## src/rtl/uart_rx_fifo.sv

```systemverilog
// uart_rx_fifo
//
// UART receive engine with an integrated RX FIFO. The asynchronous rx line is
// synchronised, oversampled and deserialised (DATA_BITS data bits, LSB first,
// optional parity, one or two stop bits). Each received word is pushed into the
// FIFO together with its parity and framing error flags. The FIFO is drained
// through a valid/ready read port.
//
// Optional feature macro: UART_RX_MAJORITY_EN
//   defined   - every bit sample is the 2-of-3 majority of rx at ticks
//               OVERSAMPLE/2-1, OVERSAMPLE/2 and OVERSAMPLE/2+1 within the bit
//   undefined - every bit sample is the single rx value at tick OVERSAMPLE/2
//
// Ports
//   clk, rst_n         clock, asynchronous active-low reset
//   divider            baud tick period is divider+1 cycles
//   parity_en          a parity bit follows the data bits
//   parity_odd         1 = odd parity, 0 = even parity
//   stop2              two stop bits
//   flush              synchronous FIFO clear (also clears overrun_error)
//   rx                 asynchronous serial input
//   rd_valid/rd_ready  FIFO read handshake (pop on rd_valid & rd_ready)
//   rd_data            head word
//   rd_perr, rd_ferr   parity / framing error flags of the head word
//   fifo_empty         FIFO holds no entries
//   fifo_full          FIFO holds FIFO_DEPTH entries
//   fifo_level         current occupancy
//   overrun_error      sticky, set when a word was dropped on a full FIFO
//   busy               receiver FSM is not idle
//
// state     | meaning
// ----------+----------------------------------------------------------
// RX_IDLE   | waiting for a 1->0 transition on the synchronised rx
// RX_START  | confirming the start bit at its centre (false start -> idle)
// RX_SHIFT  | sampling DATA_BITS data bits, LSB first
// RX_PARITY | sampling the parity bit
// RX_STOP   | sampling one or two stop bits, push on the last one

module uart_rx_fifo #(
    parameter int DATA_BITS  = 8,
    parameter int OVERSAMPLE = 16,
    parameter int FIFO_DEPTH = 16,
    parameter int DIV_W      = 16
) (
    input  logic                          clk,
    input  logic                          rst_n,
    input  logic [DIV_W-1:0]              divider,
    input  logic                          parity_en,
    input  logic                          parity_odd,
    input  logic                          stop2,
    input  logic                          flush,
    input  logic                          rx,
    output logic                          rd_valid,
    input  logic                          rd_ready,
    output logic [DATA_BITS-1:0]          rd_data,
    output logic                          rd_perr,
    output logic                          rd_ferr,
    output logic                          fifo_empty,
    output logic                          fifo_full,
    output logic [$clog2(FIFO_DEPTH):0]   fifo_level,
    output logic                          overrun_error,
    output logic                          busy
);

    localparam int AW = $clog2(FIFO_DEPTH);
    localparam int LW = AW + 1;
    localparam int OW = $clog2(OVERSAMPLE);
    localparam int BW = $clog2(DATA_BITS);
    localparam int EW = DATA_BITS + 2;

    localparam logic [OW-1:0] OS_LAST  = OW'(OVERSAMPLE - 1);
    localparam logic [BW-1:0] BIT_LAST = BW'(DATA_BITS - 1);
    localparam logic [LW-1:0] LVL_FULL = LW'(FIFO_DEPTH);

    typedef enum logic [2:0] {
        RX_IDLE   = 3'd0,
        RX_START  = 3'd1,
        RX_SHIFT  = 3'd2,
        RX_PARITY = 3'd3,
        RX_STOP   = 3'd4
    } rx_state_t;

    rx_state_t state, state_nxt;

    // ------------------------------------------------------------------
    // Synchroniser and edge register
    // ------------------------------------------------------------------
    logic rx_meta, rx_sync, rx_prev;
    logic rx_fall;
    logic start_det;

    always_ff @(posedge clk or negedge rst_n) begin
        if (!rst_n) begin
            rx_meta <= 1'b1;
            rx_sync <= 1'b1;
            rx_prev <= 1'b1;
        end else begin
            rx_meta <= rx;
            rx_sync <= rx_meta;
            rx_prev <= rx_sync;
        end
    end

    assign rx_fall   = rx_prev & ~rx_sync;
    assign start_det = (state == RX_IDLE) & rx_fall;

    // ------------------------------------------------------------------
    // Baud tick and oversample phase counters
    // ------------------------------------------------------------------
    logic [DIV_W-1:0] tick_cnt;
    logic             tick;
    logic [OW-1:0]    os_cnt;

    // >= rather than == lets the counter recover if divider is lowered
    // below the running count; in normal operation both are identical.
    assign tick = (tick_cnt >= divider);

    always_ff @(posedge clk or negedge rst_n) begin
        if (!rst_n) begin
            tick_cnt <= '0;
            os_cnt   <= '0;
        end else if (start_det) begin
            tick_cnt <= '0;
            os_cnt   <= '0;
        end else if (tick) begin
            tick_cnt <= '0;
            os_cnt   <= (os_cnt == OS_LAST) ? '0 : os_cnt + 1'b1;
        end else begin
            tick_cnt <= tick_cnt + 1'b1;
        end
    end

    // ------------------------------------------------------------------
    // Bit sampler. os_cnt == n-1 during the n-th tick of a bit period.
    // ------------------------------------------------------------------
    logic samp_now;
    logic samp_val;

`ifdef UART_RX_MAJORITY_EN
    localparam logic [OW-1:0] SAMP_A = OW'(OVERSAMPLE / 2 - 2);
    localparam logic [OW-1:0] SAMP_B = OW'(OVERSAMPLE / 2 - 1);
    localparam logic [OW-1:0] SAMP_C = OW'(OVERSAMPLE / 2);

    logic maj_a, maj_b;

    always_ff @(posedge clk or negedge rst_n) begin
        if (!rst_n) begin
            maj_a <= 1'b1;
            maj_b <= 1'b1;
        end else if (tick) begin
            if (os_cnt == SAMP_A) maj_a <= rx_sync;
            if (os_cnt == SAMP_B) maj_b <= rx_sync;
        end
    end

    // Decision is taken on the third tick, using the two captured values.
    assign samp_now = tick & (os_cnt == SAMP_C);
    assign samp_val = (maj_a & maj_b) | (maj_a & rx_sync) | (maj_b & rx_sync);
`else
    localparam logic [OW-1:0] SAMP_B = OW'(OVERSAMPLE / 2 - 1);

    assign samp_now = tick & (os_cnt == SAMP_B);
    assign samp_val = rx_sync;
`endif

    // ------------------------------------------------------------------
    // Receiver FSM
    // ------------------------------------------------------------------
    logic [DATA_BITS-1:0] data_sr;
    logic [BW-1:0]        bit_cnt;
    logic                 perr_r;
    logic                 ferr_r;
    logic                 stop_idx;
    logic                 shift_en;
    logic                 par_ld;
    logic                 stop_ld;
    logic                 push_req;

    always_ff @(posedge clk or negedge rst_n) begin
        if (!rst_n) begin
            state <= RX_IDLE;
        end else begin
            state <= state_nxt;
        end
    end

    always_comb begin
        state_nxt = state;
        shift_en  = 1'b0;
        par_ld    = 1'b0;
        stop_ld   = 1'b0;
        push_req  = 1'b0;
        case (state)
            RX_IDLE: begin
                if (rx_fall) state_nxt = RX_START;
            end
            RX_START: begin
                if (samp_now) state_nxt = samp_val ? RX_IDLE : RX_SHIFT;
            end
            RX_SHIFT: begin
                if (samp_now) begin
                    shift_en = 1'b1;
                    if (bit_cnt == BIT_LAST)
                        state_nxt = parity_en ? RX_PARITY : RX_STOP;
                end
            end
            RX_PARITY: begin
                if (samp_now) begin
                    par_ld    = 1'b1;
                    state_nxt = RX_STOP;
                end
            end
            RX_STOP: begin
                if (samp_now) begin
                    stop_ld = 1'b1;
                    if (!stop2 || stop_idx) begin
                        push_req  = 1'b1;
                        state_nxt = RX_IDLE;
                    end
                end
            end
            default: state_nxt = RX_IDLE;
        endcase
    end

    always_ff @(posedge clk or negedge rst_n) begin
        if (!rst_n) begin
            data_sr  <= '0;
            bit_cnt  <= '0;
            perr_r   <= 1'b0;
            ferr_r   <= 1'b0;
            stop_idx <= 1'b0;
        end else begin
            if (start_det) begin
                bit_cnt  <= '0;
                perr_r   <= 1'b0;
                ferr_r   <= 1'b0;
                stop_idx <= 1'b0;
            end
            if (shift_en) begin
                data_sr <= {samp_val, data_sr[DATA_BITS-1:1]};
                bit_cnt <= bit_cnt + 1'b1;
            end
            if (par_ld)
                perr_r <= ((^data_sr) ^ samp_val) != parity_odd;
            if (stop_ld) begin
                ferr_r   <= ferr_r | ~samp_val;
                stop_idx <= 1'b1;
            end
        end
    end

    assign busy = (state != RX_IDLE);

    // ------------------------------------------------------------------
    // RX FIFO: entry = {perr, ferr, data}
    // ------------------------------------------------------------------
    logic [EW-1:0] mem [FIFO_DEPTH];
    logic [EW-1:0] wr_entry;
    logic [EW-1:0] head;
    logic [AW-1:0] wr_ptr, rd_ptr;
    logic [LW-1:0] level, level_nxt;
    logic          empty_r, full_r, overrun_r;
    logic          pop, wr_en;

    // The last stop sample is folded in here since ferr_r only updates
    // on the same edge as the push.
    assign wr_entry = {perr_r, ferr_r | ~samp_val, data_sr};

    assign pop   = ~empty_r & rd_ready;
    assign wr_en = push_req & (~full_r | pop) & ~flush;

    always_comb begin
        level_nxt = level;
        case ({wr_en, pop})
            2'b10:   level_nxt = level + 1'b1;
            2'b01:   level_nxt = level - 1'b1;
            default: level_nxt = level;
        endcase
    end

    always_ff @(posedge clk or negedge rst_n) begin
        if (!rst_n) begin
            for (int i = 0; i < FIFO_DEPTH; i++) mem[i] <= '0;
        end else if (wr_en) begin
            mem[wr_ptr] <= wr_entry;
        end
    end

    always_ff @(posedge clk or negedge rst_n) begin
        if (!rst_n) begin
            wr_ptr    <= '0;
            rd_ptr    <= '0;
            level     <= '0;
            empty_r   <= 1'b1;
            full_r    <= 1'b0;
            overrun_r <= 1'b0;
        end else if (flush) begin
            wr_ptr    <= '0;
            rd_ptr    <= '0;
            level     <= '0;
            empty_r   <= 1'b1;
            full_r    <= 1'b0;
            overrun_r <= 1'b0;
        end else begin
            if (wr_en) wr_ptr <= wr_ptr + 1'b1;
            if (pop)   rd_ptr <= rd_ptr + 1'b1;
            if (push_req & full_r & ~pop) overrun_r <= 1'b1;
            level   <= level_nxt;
            empty_r <= (level_nxt == '0);
            full_r  <= (level_nxt == LVL_FULL);
        end
    end

    assign head          = mem[rd_ptr];
    assign rd_data       = head[DATA_BITS-1:0];
    assign rd_ferr       = head[DATA_BITS];
    assign rd_perr       = head[DATA_BITS+1];
    assign rd_valid      = ~empty_r;
    assign fifo_empty    = empty_r;
    assign fifo_full     = full_r;
    assign fifo_level    = level;
    assign overrun_error = overrun_r;

endmodule

```

## config.mk

```make
export PLATFORM = sky130hd
export DESIGN_NAME = uart_rx_fifo
export DESIGN_NICKNAME = d
export VERILOG_FILES = /design/src/rtl/uart_rx_fifo.sv
export SDC_FILE = /design/constraint.sdc
export NUM_CORES = 1
export LEC_CHECK = 0
export CORE_MARGIN = 3
export CORE_UTILIZATION = 40
export CTS_BUF_LIST = sky130_fd_sc_hd__clkbuf_8
export DETAILED_ROUTE_END_ITERATION = 8
export PLACE_DENSITY = 0.57
export SYNTH_ARGS = -nofsm -noshare
export SYNTH_HDL_FRONTEND = slang
export SYNTH_SLANG_ARGS = --single-unit
```

## constraint.sdc

```tcl
create_clock -name clk -period 3.33 [get_ports clk]
set_input_delay 0.4995 -clock clk [delete_from_list [all_inputs] [get_ports clk]]
set_output_delay 0.4995 -clock clk [all_outputs]
set_load 0.01 [all_outputs]
```

* Word level (Yosys, flattened, before mapping)
Cells that the tools add are included.
** Operators by class
- Reduce and logical (&&, ||, !) cells :: 15
- Add/subtract/negate cells :: 7
- Bitwise gates (word level) :: 18
- Muxes and demuxes :: 44
- Equality and inequality tests :: 18
- Order comparisons :: 4
** Operators by type and width (count)
- bitwise mux 160 bit :: 1
- binary-select mux 10 bit (select 4 bit) :: 1
- demux 10 bit (select 4 bit) :: 1
- two-way mux 16 bit :: 2
- two-way mux 10 bit :: 3
- two-way mux 3 bit :: 10
- two-way mux 4 bit :: 7
- adder 16 x 1 -> 16 bit, second input constant :: 1
- >= comparator 16 bit :: 1
- two-way mux 1 bit :: 15
- case mux 3 bit (5 select lines) :: 1
- inequality test 2 bit, second input constant :: 7
- nonzero test 2 bit :: 7
- adder 4 x 1 -> 4 bit, second input constant :: 3
- >= comparator 5 bit, second input constant :: 2
- NOT 4 -> 5 bit :: 2
- case mux 5 bit (2 select lines) :: 1
- bitwise AND 1 bit :: 8
- parity 8 bit :: 1
- AND reduction 7 bit :: 1
- == test 3 x 2 -> 1 bit, second input constant :: 2
- == test 3 bit, second input constant :: 2
- adder 5 x 1 -> 5 bit, second input constant :: 1
- == test 5 bit, second input constant :: 1
- other kinds (20) :: 25
** Word-level totals
- Logic and storage cells :: 139
- Register bits :: 216
- Bits of input ports :: 24

* Depth between registers and ports, before layout
- Word-level depth :: 11
- Depth in mapped cells :: 19

* Least setup slack after synthesis
Ideal clock, no wire load.
- Path kind :: input port to flip-flop
- From :: in divider[13]
- To :: reg empty_r (netlist: fifo_empty)
- Stages :: 19
- Arrival time :: 3.694 ns
- Path buffers :: 2
- Slack :: -0.437 ns
- Required time :: 3.257 ns
- Cells stage by stage :: inv_1 -> ha_1 -> nand2_1 -> nor4_4 -> a22oi_1 -> a31oi_4 -> buf_6 -> and2_1 -> nand2_1 -> ha_1 -> clkbuf_1 -> xor2_1 -> ha_1 -> o31ai_1 -> a32oi_1 -> o31ai_1 -> xnor2_1 -> nor2_1 -> a21oi_1
** Between the ends
- Cells in the longest elaborated chain, start to end :: 10
- Elaborated cells between the ends (all ways) :: 11
- Those cells by class :: order compare (1); eq/ne (2); mux (4); bitwise (3); reduce/logical (1)
** Ends and longest elaborated chain
- start: declaration :: RTL line 47 : input logic [DIV_W-1:0] divider,
- >= comparator 16 bit (*) :: RTL line 116 : assign tick = (tick_cnt >= divider);
- bitwise AND 1 bit (*) :: RTL line 162 : assign samp_now = tick & (os_cnt == SAMP_B);
- two-way mux 1 bit (*) :: RTL line 214 : if (samp_now) begin
- two-way mux 1 bit (*) :: RTL line 193 : case (state)
- bitwise AND 1 bit (*) (2 in a row) :: RTL line 271 : assign wr_en = push_req & (~full_r | pop) & ~flush;
- == test 2 x 1 -> 1 bit / == test 2 bit (equally long branches) :: RTL line 275 : case ({wr_en, pop})
- case mux 5 bit (2 select lines) (*) :: RTL line 275
- zero test 5 bit (*) :: RTL line 310 : empty_r <= (level_nxt == '0);
- two-way mux 1 bit (*) :: RTL line 298 : end else if (flush) begin
- end signal: assignment :: RTL line 310
- end: declaration :: RTL line 263 : logic empty_r, full_r, overrun_r;
Mark *: on every way between the ends. The rest lies on a longest branch, timed or not.
A chain may end at the register's enable or synchronous reset.

* Final worst setup path
- From :: reg tick_cnt[1]
- To :: reg empty_r (netlist: fifo_empty)
** Between the ends
- Cells in the longest elaborated chain, start to end :: 10
- Elaborated cells between the ends (all ways) :: 11
- Those cells by class :: order compare (1); eq/ne (2); mux (4); bitwise (3); reduce/logical (1)
** Ends and longest elaborated chain
- start: declaration :: RTL line 110 : logic [DIV_W-1:0] tick_cnt;
- start signal: assignment :: RTL line 129 : tick_cnt <= tick_cnt + 1'b1;
- >= comparator 16 bit (*) :: RTL line 116
- bitwise AND 1 bit (*) :: RTL line 162
- two-way mux 1 bit (*) :: RTL line 214
- two-way mux 1 bit (*) :: RTL line 193
- bitwise AND 1 bit (*) (2 in a row) :: RTL line 271
- == test 2 x 1 -> 1 bit / == test 2 bit (equally long branches) :: RTL line 275
- case mux 5 bit (2 select lines) (*) :: RTL line 275
- zero test 5 bit (*) :: RTL line 310
- two-way mux 1 bit (*) :: RTL line 298
Marked as above.

==> out/summary.log <==
INFO  run_status     run_status=finished with violations
INFO  run_status     failed_checks=negative setup slack
INFO  floorplan      chipHeight=169um
INFO  placement      gpl.final_weighted_congestion=0.833
INFO  cells_and_area nFillCells=2,311
INFO  drt            post_route_drc=0
INFO  global_route   grt_pass1_vias=7,326
INFO  cts            cts_tree=done
INFO  critical_path  cpLargestDelayFamily=compound AO/OA/AOI/OAI gates
INFO  synth          syn_area_per_cell=14.0um^2
INFO  synth          mappedNetlistNets=815
INFO  placement      hpwl_after_dpl=16.0mm
INFO  global_route   antenna_found_initial=0
INFO  timing         rsz0062_at_grt=yes
INFO  cells_and_area drive_above_1_share=0.442
INFO  critical_path  crit_slowest_cell=sky130_fd_sc_hd__dfrtp_2
INFO  drt            via_count=6,596
INFO  synth          yosys_warnings=0
INFO  synth          synthCells=763
INFO  global_route   grt_usage=0.175
INFO  timing         layout_setup_ws=-0.0739ns
INFO  power          p_per_area=435nW/um^2
INFO  synth          synth.cell_area=10,700um^2
INFO  critical_path  flop_to_flop_setup_slack=-0.07ns
INFO  timing         slew_viol_final=0
INFO  cts            cts.reportedPaths.clkPinSlew=0.06ns
INFO  critical_path  r2r.worst_path.cells=16
INFO  synth          synthDistinctLibCells=56
INFO  job            drv.max_cap_violation_count=0
INFO  cts            cts_max_path_buffers=3
INFO  cells_and_area finish.net_count=918
INFO  timing         final.setup_skew=0.0202ns
INFO  drt            detail-route-antenna-nets=0
INFO  placement      post-place-cells=1,147
INFO  drt            detailedRoute.firstIterationViolations=229
INFO  critical_path  worstSetupStartpointType=flop
INFO  critical_path  biggest_fanout_along_the_worst_timing_path=4
INFO  critical_path  critPathCaptureType=flop
INFO  timing         period_minus_slack=3.40ns
INFO  synth          simple_logic_cell_fraction_of_the_synthesized_area=0.0859
INFO  synth          asyncSetResetFlopFracSynth=1.00
INFO  cells_and_area area.sequential=5420um^2
INFO  placement      dp_worst_setup_slack=-0.864ns
INFO  critical_path  cp_data_required_time=3.79ns
INFO  critical_path  slowest_delay=0.45ns
INFO  cts            clk_root_buffer_cell=sky130_fd_sc_hd__clkbuf_8
INFO  global_route   globalRouteOverflowTotal=0
INFO  synth          combinational_family_with_the_most_area_after_synthesis=multiplexers
INFO  cts            tritoncts_num_sinks=216
INFO  global_route   grt_first_pass_wirelength=39.5mm
INFO  critical_path  setup_cp_type=reg -> reg
INFO  cells_and_area layout.core_utilization=0.500
INFO  floorplan      core=26,100um^2
INFO  critical_path  cp.arrival=3.86ns
INFO  timing         maxClockFrequency=0.294GHz
INFO  cts            clock_tree.htree_level_count=2
INFO  timing         hold_violations=0
INFO  critical_path  reg2reg_from=tick_cnt[1]$_DFF_PN0_
INFO  critical_path  path_cells=ha_4 -> nor2b_4 -> o211a_1 -> o311ai_4 -> a31oi_4 -> and2_4 -> nand2_4 -> ha_4 -> xor2_1 -> ha_2 -> nor2b_4 -> a32oi_2 -> o31ai_2 -> xnor2_1 -> nor2_1 -> a21oi_1
INFO  cts            clock_latency=0.54ns
INFO  synth          postSynthRegisterBits=216
INFO  drt            drt_first_pass_iters=6
INFO  timing         timing.max_slew.rel_slack=0.472
INFO  cells_and_area antenna_cells=0
INFO  drt            average_wire_length_per_cell_after_detail_routing=19.8um
INFO  critical_path  cp_buf_inv_count=0
INFO  min_path       min_path_type=in -> async
INFO  timing         finalSetupViolCount=3
INFO  cells_and_area multiInputGateArea=5170um^2
INFO  cells_and_area syn_to_final_growth=22.2%
INFO  floorplan      start_util=0.409
INFO  floorplan      die_area=28,700um^2
INFO  drt            route.final.wire_length=24.2mm
INFO  floorplan      die_x=169um
INFO  synth          ys.flop_type=sky130_fd_sc_hd__dfrtp_1
INFO  placement      buffer_ports.inserted=43
INFO  power          p_leak=6.30nW
INFO  power          vdd_drop_max=0.297mV
INFO  floorplan      io_pins=44
INFO  drt            vias_per_cell=5.40
INFO  synth          register_area_share_after_synthesis=0.506
INFO  timing         period_share=1.02
INFO  synth          synth-edff-count=0
INFO  cells_and_area post_layout_nonfiller_instances=1,222
INFO  critical_path  regToRegEndpoint=fifo_empty$_DFF_PN1_
INFO  synth          synth_compound_area_frac=0.0321
INFO  global_route   maximum_number_of_pins_on_one_net_before_global_route_repair=96
INFO  synth          synth-xor-area-share=0.0270
INFO  floorplan      row_count=59
INFO  cts            cts_buffers=40
INFO  timing         fin_worst_hold_slack=0.0280ns
INFO  synth          yosys-mux-area-fraction=0.288
INFO  synth          post_synth_fa_ha_maj_area_fraction=0.0328
INFO  timing         worst-slew-pin-transition=0.792ns
[synth_stat cells, types with 3 or more instances]
library cell / number / area share
sky130_fd_sc_hd__a21o_1: 3 / 0.0021
sky130_fd_sc_hd__a21oi_1: 18 / 0.0084
sky130_fd_sc_hd__a31oi_1: 3 / 0.0018
sky130_fd_sc_hd__and3_1: 6 / 0.0035
sky130_fd_sc_hd__buf_1: 6 / 0.0021
sky130_fd_sc_hd__buf_2: 4 / 0.0019
sky130_fd_sc_hd__clkbuf_1: 31 / 0.011
sky130_fd_sc_hd__dfrtp_1: 212 / 0.50
sky130_fd_sc_hd__dfstp_2: 4 / 0.0098
sky130_fd_sc_hd__ha_1: 28 / 0.033
sky130_fd_sc_hd__inv_1: 28 / 0.0098
sky130_fd_sc_hd__mux2_1: 4 / 0.0042
sky130_fd_sc_hd__mux2_2: 164 / 0.17
sky130_fd_sc_hd__mux2i_1: 6 / 0.0056
sky130_fd_sc_hd__mux4_2: 50 / 0.11
sky130_fd_sc_hd__nand2_1: 26 / 0.0091
sky130_fd_sc_hd__nand3_1: 14 / 0.0066
sky130_fd_sc_hd__nand4_1: 9 / 0.0053
sky130_fd_sc_hd__nand4_2: 4 / 0.0047
sky130_fd_sc_hd__nand4_4: 12 / 0.024
sky130_fd_sc_hd__nor2_1: 45 / 0.016
sky130_fd_sc_hd__nor2b_1: 6 / 0.0035
sky130_fd_sc_hd__o21ai_0: 7 / 0.0033
sky130_fd_sc_hd__o31ai_1: 4 / 0.0028
sky130_fd_sc_hd__xnor2_1: 19 / 0.016
sky130_fd_sc_hd__xor2_1: 14 / 0.011
[layout make-up]
type                    instances  area share
clock buffers                  49      0.0516
inverters                      28     0.00958
flip-flops and latches        216       0.415
multi-input cells             475       0.396
repair buffers                105      0.0864
well taps                     335      0.0321
clock inverters                14     0.00939
[logic make-up (layout without fill, tap and decap cells)]
family          count (synthesis)  in the layout
compound gates                 50             50
xor+xnor                       33             33
fa+ha+maj                      28             28
buf+inv                        72            196
flops                         216            216
mux                           224            224
simple gates                  140            140
[cell usage in the layout (no fill, tap or decap), types with 16 or more instances in the layout]
| master | n |
|---|---|
| sky130_fd_sc_hd__dfrtp_1 | 207 |
| sky130_fd_sc_hd__mux2_2 | 164 |
| sky130_fd_sc_hd__mux4_2 | 50 |
| sky130_fd_sc_hd__clkbuf_8 | 50 |
| sky130_fd_sc_hd__nor2_1 | 44 |
| sky130_fd_sc_hd__buf_4 | 44 |
| sky130_fd_sc_hd__inv_1 | 32 |
| sky130_fd_sc_hd__clkdlybuf4s50_1 | 29 |
| sky130_fd_sc_hd__nand2_1 | 22 |
| sky130_fd_sc_hd__xnor2_1 | 19 |
| sky130_fd_sc_hd__ha_1 | 19 |
| sky130_fd_sc_hd__a21oi_1 | 17 |
| sky130_fd_sc_hd__buf_12 | 16 |
[registers in the layout (all words and copies together) (netlist names), 3 cells and up]
register / flops
rd_ptr: 4
state: 3
mem: 160
fifo_level: 5
os_cnt: 4
tick_cnt: 16
bit_cnt: 3
data_sr: 8
wr_ptr: 4
[worst register-to-register path, stage by stage, from the launching register on]
cell                       delay (ns)
sky130_fd_sc_hd__dfrtp_2         0.45
sky130_fd_sc_hd__ha_4            0.26
sky130_fd_sc_hd__nor2b_4         0.12
sky130_fd_sc_hd__o211a_1         0.26
sky130_fd_sc_hd__o311ai_4        0.35
sky130_fd_sc_hd__a31oi_4         0.16
sky130_fd_sc_hd__and2_4          0.20
sky130_fd_sc_hd__nand2_4         0.07
sky130_fd_sc_hd__ha_4            0.13
sky130_fd_sc_hd__xor2_1          0.14
sky130_fd_sc_hd__ha_2            0.23
sky130_fd_sc_hd__nor2b_4         0.17
sky130_fd_sc_hd__a32oi_2         0.11
sky130_fd_sc_hd__o31ai_2         0.27
sky130_fd_sc_hd__xnor2_1         0.19
sky130_fd_sc_hd__nor2_1          0.10
sky130_fd_sc_hd__a21oi_1         0.12
[routing by layer]
| metal | vias to the layer above | routed length [um] | GRT usage |
|---|---|---|---|
| li1 | 3001 | - | - |
| met1 | 3441 | 10600 | 0.223 |
| met2 | 111 | 12400 | 0.308 |
| met3 | 43 | 723 | 0.0294 |
| met4 | 0 | 490 | 0.0505 |
| met5 | - | 0 | 0 |
[stage by stage]
stage / power, W / cell area, um^2 / setup TNS, ns
3_3_place_gp: 0.00312 / 12100 / -14.18
6_report: 0.00569 / 13100 / -0.0941
3_5_place_dp: 0.00314 / 12100 / -30.92
2_1_floorplan: 0.00296 / 10800 / -0.885
4_1_cts: 0.00575 / 13000 / -0.144
5_1_grt: 0.00596 / 13100 / -0.769
[how the worst max path moves through the flow]
| stage | start | endpoint | slack, ns | cells after the start |
|---|---|---|---|---|
| 2_1_floorplan | divider[9] | fifo_empty$_DFF_PN1_ | -0.32 | 19 |
| 3_3_place_gp | divider[9] | fifo_empty$_DFF_PN1_ | -0.69 | 18 |
| 3_5_place_dp | divider[9] | fifo_empty$_DFF_PN1_ | -0.86 | 18 |
| 4_1_cts | tick_cnt[15]$_DFF_PN0_ | fifo_empty$_DFF_PN1_ | -0.09 | 17 |
| 5_1_grt | tick_cnt[1]$_DFF_PN0_ | fifo_empty$_DFF_PN1_ | -0.27 | 16 |
| 6_report | tick_cnt[1]$_DFF_PN0_ | fifo_empty$_DFF_PN1_ | -0.07 | 16 |
[repair_timing]
item | CTS | global route
setup endpoints to repair | 13 | 5
cloned | 2 | 0
endpoints found under the hold margin | 0 | 0
buffers inserted | 7 | 3
pin swaps | 11 | 9
hold buffers | 0 | 0
resized for setup | 21 | 10
[power by group]
group	switching, W	internal, W
clock	0.00108	0.00148
sequential	0.0000662	0.00267
combinational	0.000213	0.000173
total	0.00136	0.00432
No activity file was read; power rests on OpenSTA's default activity.
